$ cat src/rtl/washer_plant_sensor_unit_pkg.sv
// Shared definitions for the washer plant sensor model: detergent dispenser states.
package washer_plant_sensor_unit_pkg;

  typedef enum logic [1:0] {
    DET_IDLE = 2'd0,
    DET_WAIT = 2'd1,
    DET_DONE = 2'd2
  } det_state_t;

endpackage

$ cat src/rtl/washer_event_timer.sv
// Saturating up-counter that fires a one-cycle registered pulse on the N-th
// consecutive enabled edge and then holds until enable drops or clr is seen.
module washer_event_timer #(
  parameter int N = 32,
  parameter int W = 16
) (
  input  logic clk,
  input  logic rst,
  input  logic en,
  input  logic clr,
  output logic pulse
);

  localparam logic [W-1:0] TERMINAL = W'(N);

  logic [W-1:0] count;

  // NOTE: sequential state is updated with non-blocking assignments only, so every
  // register samples pre-edge values regardless of block ordering.
  always_ff @(posedge clk or posedge rst) begin
    if (rst) begin
      count <= '0;
      pulse <= 1'b0;
    end else if (clr || !en) begin
      count <= '0;
      pulse <= 1'b0;
    end else if (count != TERMINAL) begin
      count <= count + W'(1);
      pulse <= (count == TERMINAL - W'(1));
    end else begin
      pulse <= 1'b0;
    end
  end

endmodule

$ cat src/rtl/washer_plant_sensor_unit.sv
// Plant-side model of the washing machine: water level, detergent dispenser and
// wash/spin timers driven by the controller's actuator commands.
module washer_plant_sensor_unit
  import washer_plant_sensor_unit_pkg::*;
#(
  parameter int LEVEL_W     = 8,
  parameter int FULL_LEVEL  = 16,
  parameter int FILL_RATE   = 1,
  parameter int DRAIN_RATE  = 2,
  parameter int TMR_W       = 16,
  parameter int DET_DELAY   = 4,
  parameter int WASH_CYCLES = 32,
  parameter int SPIN_CYCLES = 16
) (
  input  logic Clock,
  input  logic Reset,
  input  logic Motor_on,
  input  logic Fill_valve_on,
  input  logic Drained_valve_on,
  input  logic Door_Lock,
  input  logic Done,
  output logic Filled,
  output logic Drained,
  output logic Detergent_Added,
  output logic Cycle_Timeout,
  output logic Spin_Timeout,
  output logic Valve_Conflict
);

  localparam logic [LEVEL_W-1:0] LEVEL_MAX = '1;
  localparam logic [LEVEL_W-1:0] FILL_STEP = LEVEL_W'(FILL_RATE);
  localparam logic [LEVEL_W-1:0] DRAIN_STEP = LEVEL_W'(DRAIN_RATE);
  localparam logic [LEVEL_W-1:0] FULL = LEVEL_W'(FULL_LEVEL);
  localparam logic [TMR_W-1:0] DET_LOAD = TMR_W'(DET_DELAY);

  logic [LEVEL_W-1:0] level, level_next;
  logic               filled_rise;
  logic               valves_both;

  det_state_t         det_state, det_state_next;
  logic [TMR_W-1:0]   det_cnt, det_cnt_next;
  logic               det_pulse_next;

  assign valves_both = Fill_valve_on && Drained_valve_on;

  // NOTE: every signal driven in always_comb gets a default first, otherwise a
  // path that leaves it unassigned infers a latch.
  always_comb begin
    level_next = level;
    if (Fill_valve_on && !Drained_valve_on) begin
      level_next = (level > LEVEL_MAX - FILL_STEP) ? LEVEL_MAX : level + FILL_STEP;
    end else if (Drained_valve_on && !Fill_valve_on) begin
      level_next = (level < DRAIN_STEP) ? '0 : level - DRAIN_STEP;
    end
  end

  always_ff @(posedge Clock or posedge Reset) begin
    if (Reset) begin
      level          <= '0;
      Valve_Conflict <= 1'b0;
    end else begin
      level <= level_next;
      if (valves_both) Valve_Conflict <= 1'b1;
    end
  end

  assign Filled  = (level >= FULL);
  assign Drained = (level == '0);

  // Rise is taken on the edge that carries the level across the threshold.
  assign filled_rise = (level_next >= FULL) && !Filled;

  always_comb begin
    det_state_next = det_state;
    det_cnt_next   = det_cnt;
    det_pulse_next = 1'b0;
    if (Done) begin
      det_state_next = DET_IDLE;
      det_cnt_next   = '0;
    end else begin
      case (det_state)
        DET_IDLE: begin
          if (filled_rise && Door_Lock) begin
            det_state_next = DET_WAIT;
            det_cnt_next   = DET_LOAD;
          end
        end
        DET_WAIT: begin
          if (!Door_Lock) begin
            det_state_next = DET_IDLE;
            det_cnt_next   = '0;
          end else if (det_cnt <= TMR_W'(1)) begin
            det_state_next = DET_DONE;
            det_cnt_next   = '0;
            det_pulse_next = 1'b1;
          end else begin
            det_cnt_next = det_cnt - TMR_W'(1);
          end
        end
        DET_DONE: begin
          if (Drained) det_state_next = DET_IDLE;
        end
        default: begin
          det_state_next = DET_IDLE;
          det_cnt_next   = '0;
        end
      endcase
    end
  end

  always_ff @(posedge Clock or posedge Reset) begin
    if (Reset) begin
      det_state       <= DET_IDLE;
      det_cnt         <= '0;
      Detergent_Added <= 1'b0;
    end else begin
      det_state       <= det_state_next;
      det_cnt         <= det_cnt_next;
      Detergent_Added <= det_pulse_next;
    end
  end

  washer_event_timer #(
    .N (WASH_CYCLES),
    .W (TMR_W)
  ) u_wash_timer (
    .clk   (Clock),
    .rst   (Reset),
    .en    (Motor_on && !Drained_valve_on && Door_Lock),
    .clr   (Done),
    .pulse (Cycle_Timeout)
  );

  washer_event_timer #(
    .N (SPIN_CYCLES),
    .W (TMR_W)
  ) u_spin_timer (
    .clk   (Clock),
    .rst   (Reset),
    .en    (Motor_on && Drained_valve_on && Door_Lock),
    .clr   (Done),
    .pulse (Spin_Timeout)
  );

endmodule

$ cat config.mk
export PLATFORM = sky130hd
export DESIGN_NAME = washer_plant_sensor_unit
export DESIGN_NICKNAME = d
export VERILOG_FILES = /design/src/rtl/washer_plant_sensor_unit_pkg.sv /design/src/rtl/washer_event_timer.sv /design/src/rtl/washer_plant_sensor_unit.sv
export SDC_FILE = /design/constraint.sdc
export NUM_CORES = 1
export LEC_CHECK = 0
export BUFFER_PORTS_ARGS = -buffer_cell sky130_fd_sc_hd__buf_2
export CORE_MARGIN = 2
export CORE_UTILIZATION = 45
export CTS_CLUSTER_DIAMETER = 200
export DETAILED_ROUTE_END_ITERATION = 8
export SLEW_MARGIN = 20
export SYNTH_ARGS = -nofsm -noshare
export SYNTH_HDL_FRONTEND = slang
export SYNTH_SLANG_ARGS = --single-unit
export TNS_END_PERCENT = 100
$ cat constraint.sdc
create_clock -name Clock -period 2 [get_ports Clock]
set_input_delay 0.4 -clock Clock [delete_from_list [all_inputs] [get_ports Clock]]
set_output_delay 0.4 -clock Clock [all_outputs]
set_load 0.005 [all_outputs]
==> impl_metrics.json <==
{
  "outcome": "finished, violations left",
  "violations": "negative setup slack",
  "design_area_um2": 4670,
  "avgSynthCellArea_um2": 8.88,
  "final.setup.worst_slack_ns": -0.148,
  "root_buffer": "clkbuf_8",
  "dpl-instance-area_um2": 4300,
  "clk_pin_slew_ns": 0.08,
  "cp-end-kind": "output pin",
  "place_ws_ns": -0.195,
  "cts_sinks": 62,
  "overflow": 0,
  "yosysWarningCount": 0,
  "cts_tree": "yes",
  "p_leak_nw": 2.08,
  "fmax_mhz": 465,
  "vdd_drop_max_mv": 0.731,
  "worstPathCellList": "or4_4 > nor3_4 > and2_4 > buf_6",
  "drc": 0,
  "swShare_pct": 34.9,
  "core_um2": 7770,
  "rows": 32,
  "wl_mm": 8.48,
  "hold_viol": 0,
  "syn_area_um2": 3620,
  "worstPathArrival_ns": 1.75,
  "postCtsHoldBufs": 0,
  "die_y_um": 93.7,
  "vias": 3245,
  "cpPeakStageDelay_ns": 0.60,
  "finalWeightedCongestion": 0.864,
  "final_antenna_net_count": 0,
  "path_max_fanout": 4,
  "power.density_nw_per_um2": 1040,
  "power_frac_comb_pct": 43.3,
  "synth_top_area_share_pct": 42.8,
  "via_per_inst": 5.45,
  "drive_above_1_share_pct": 28.0,
  "track_usage_pct": 21.0,
  "r2r-start": "level[4]",
  "synth-seq-cells": 62,
  "skew_ns": 0.0101,
  "first_iter_violations": 129,
  "fin_crit_ns": 2.15,
  "hp-class": "in2async",
  "p_switching_mw": 1.69,
  "fp.dieW_um": 93.7,
  "syn_nets": 426,
  "htree_levels": 3,
  "yosys-top-cells-area": "dfrtp_1, nor2_1, ha_1",
  "n_antenna_cell": 0,
  "post_drt_wl_per_cell_um": 14.2,
  "clkLatencyLatePin_ns": 0.35,
  "seqPwrFrac_pct": 30.7,
  "fillerInstances": 687,
  "max_cap_viol_count": 0,
  "cts_buffer_depth": 2,
  "async_flop_share_pct": 100,
  "synth_edf_count": 0,
  "finalSetupViolCount": 19,
  "area_delta_synth_final_pct": 28.8,
  "grt_setup_unrepaired": "true",
  "crit_type": "reg2out",
  "final_max_slew_viol_count": 0,
  "first_global_vias": 3166,
  "layout_commonest_cell": "buf_4",
  "hpwl_mm": 6.01,
  "clockPowerShare_pct": 26.0,
  "ys.flop_type": "dfrtp_1",
  "layout_common_cells": "buf_4, dfrtp_1, nor2_1",
  "synth_top_cell_by_area": "dfrtp_1",
  "grt_antenna_before_repair": 0,
  "slew_headroom_pct": 68.3,
  "numCtsBuffers": 9,
  "grt_pass1_wl_mm": 14.7,
  "start_util_pct": 46.6,
  "crit_path_start": "level[7]",
  "ios": 13,
  "post-route-util_pct": 60.1,
  "finalNetCount": 506,
  "ys_types": 54,
  "required_ns": 1.60,
  "grt_max_degree": 63,
  "syn_inst": 408,
  "port_buffers": 12,
  "cp-start-kind": "register",
  "worstMarginPinSlew_ns": 0.472,
  "min_period_over_period_pct": 107,
  "fin_setup_tns_ns": -2.00,
  "cpMaxStageDelayCell": "or4_4",
  "die-area_um2": 8790,
  "firstDrtPassIters": 4,
  "p_int_mw": 3.15,
  "yosysSeqAreaShare_pct": 42.8
}
==> Yosys cell counts (all sizes together), types with 4 or more instances <==
| cell | count |
|---|---|
| o21ai | 14 |
| nor4 | 9 |
| nor2 | 57 |
| nor3 | 16 |
| xnor2 | 9 |
| and3 | 6 |
| clkbuf | 14 |
| a31o | 6 |
| inv | 20 |
| a21o | 5 |
| a21oi | 21 |
| nand3 | 17 |
| dfrtp | 62 |
| nand2 | 36 |
| nand2b | 4 |
| mux2 | 4 |
| a31oi | 13 |
| or3 | 13 |
| and2 | 4 |
| ha | 11 |
| o32ai | 4 |
| nand4 | 10 |
| xor2 | 15 |
==> per-layer routing <==
layer | vias to the layer above | routed length [um] | global-route usage [%]
met3 | 12 | 214 | 3.69
met2 | 43 | 3960 | 33.9
li1 | 1622 | - | -
met4 | 0 | 150 | 8.57
met1 | 1568 | 4150 | 28.0
met5 | - | 0 | 0
==> cell type report <==
type	instances	area, um^2	area share (%)
clock inverters	7	97.6	2.09
inverters	20	75.1	1.61
clock buffers	9	124	2.65
well taps	102	128	2.73
multi-input cells	309	2040	43.6
flip-flops and latches	62	1550	33.2
repair buffers	86	654	14.0
==> power groups by stage <==
stage	Combinational, mW	Clock [mW]	Sequential (mW)
finish	2.09	1.26	1.49
global route	2.32	1.34	1.50
CTS	2.03	1.28	1.49
detailed placement	1.95	0	1.50
global placement	1.93	0	1.50
floorplan	1.01	0	1.51
==> worst paths after layout <==
check,to,slack [ns],cells after the start
max in group asynchronous,u_spin_timer.count[5],1.62,3
hold / removal,det_cnt[7],0.12,3
setup / recovery,Drained,-0.15,4
min in group Clock,level[2],0.39,3
setup reg to reg,det_cnt[1],-0.14,8
hold reg to reg,Valve_Conflict,0.47,1
==> critical path, delay by kind of cell, from the launching register on <==
kind,cells,cell delay (ns)
flops,1,0.38
buf+inv,1,0.08
simple gates,3,0.94
==> kinds of logic after synthesis <==
group,count (synthesis),share of synthesized area (%)
DFF,62,42.8
adders and majority gates,11,3.80
AOI/OAI and AO/OA,82,16.1
xor gates and xnor gates,24,5.80
buffers and inverters,37,4.11
muxes,6,1.80
and+or+nand+nor,186,25.6
==> registers in the layout, indices dropped and copies added, names as in the netlist <==
signal,cells
det_state,2
u_wash_timer.count,16
det_cnt,16
Detergent_Added,1
u_spin_timer.pulse,1
u_spin_timer.count,16
level,8
u_wash_timer.pulse,1
Valve_Conflict,1
==> repair_timing <==
| item | CTS | global route |
|---|---|---|
| setup buffers | 3 | 2 |
| gates cloned | 0 | 0 |
| setup endpoints to repair | 20 | 20 |
| gates resized for setup | 14 | 6 |
| pin swaps | 2 | 1 |
==> stage by stage <==
step	power (mW)	hold WS (ns)	instances
6_report	4.84	0.124	595
3_3_place_gp	3.43	0.434	574
2_1_floorplan	2.52	0.446	408
4_1_cts	4.80	0.125	593
3_5_place_dp	3.45	0.454	574
5_1_grt	5.16	0.140	595
No activity file was read; power rests on OpenSTA's default activity.
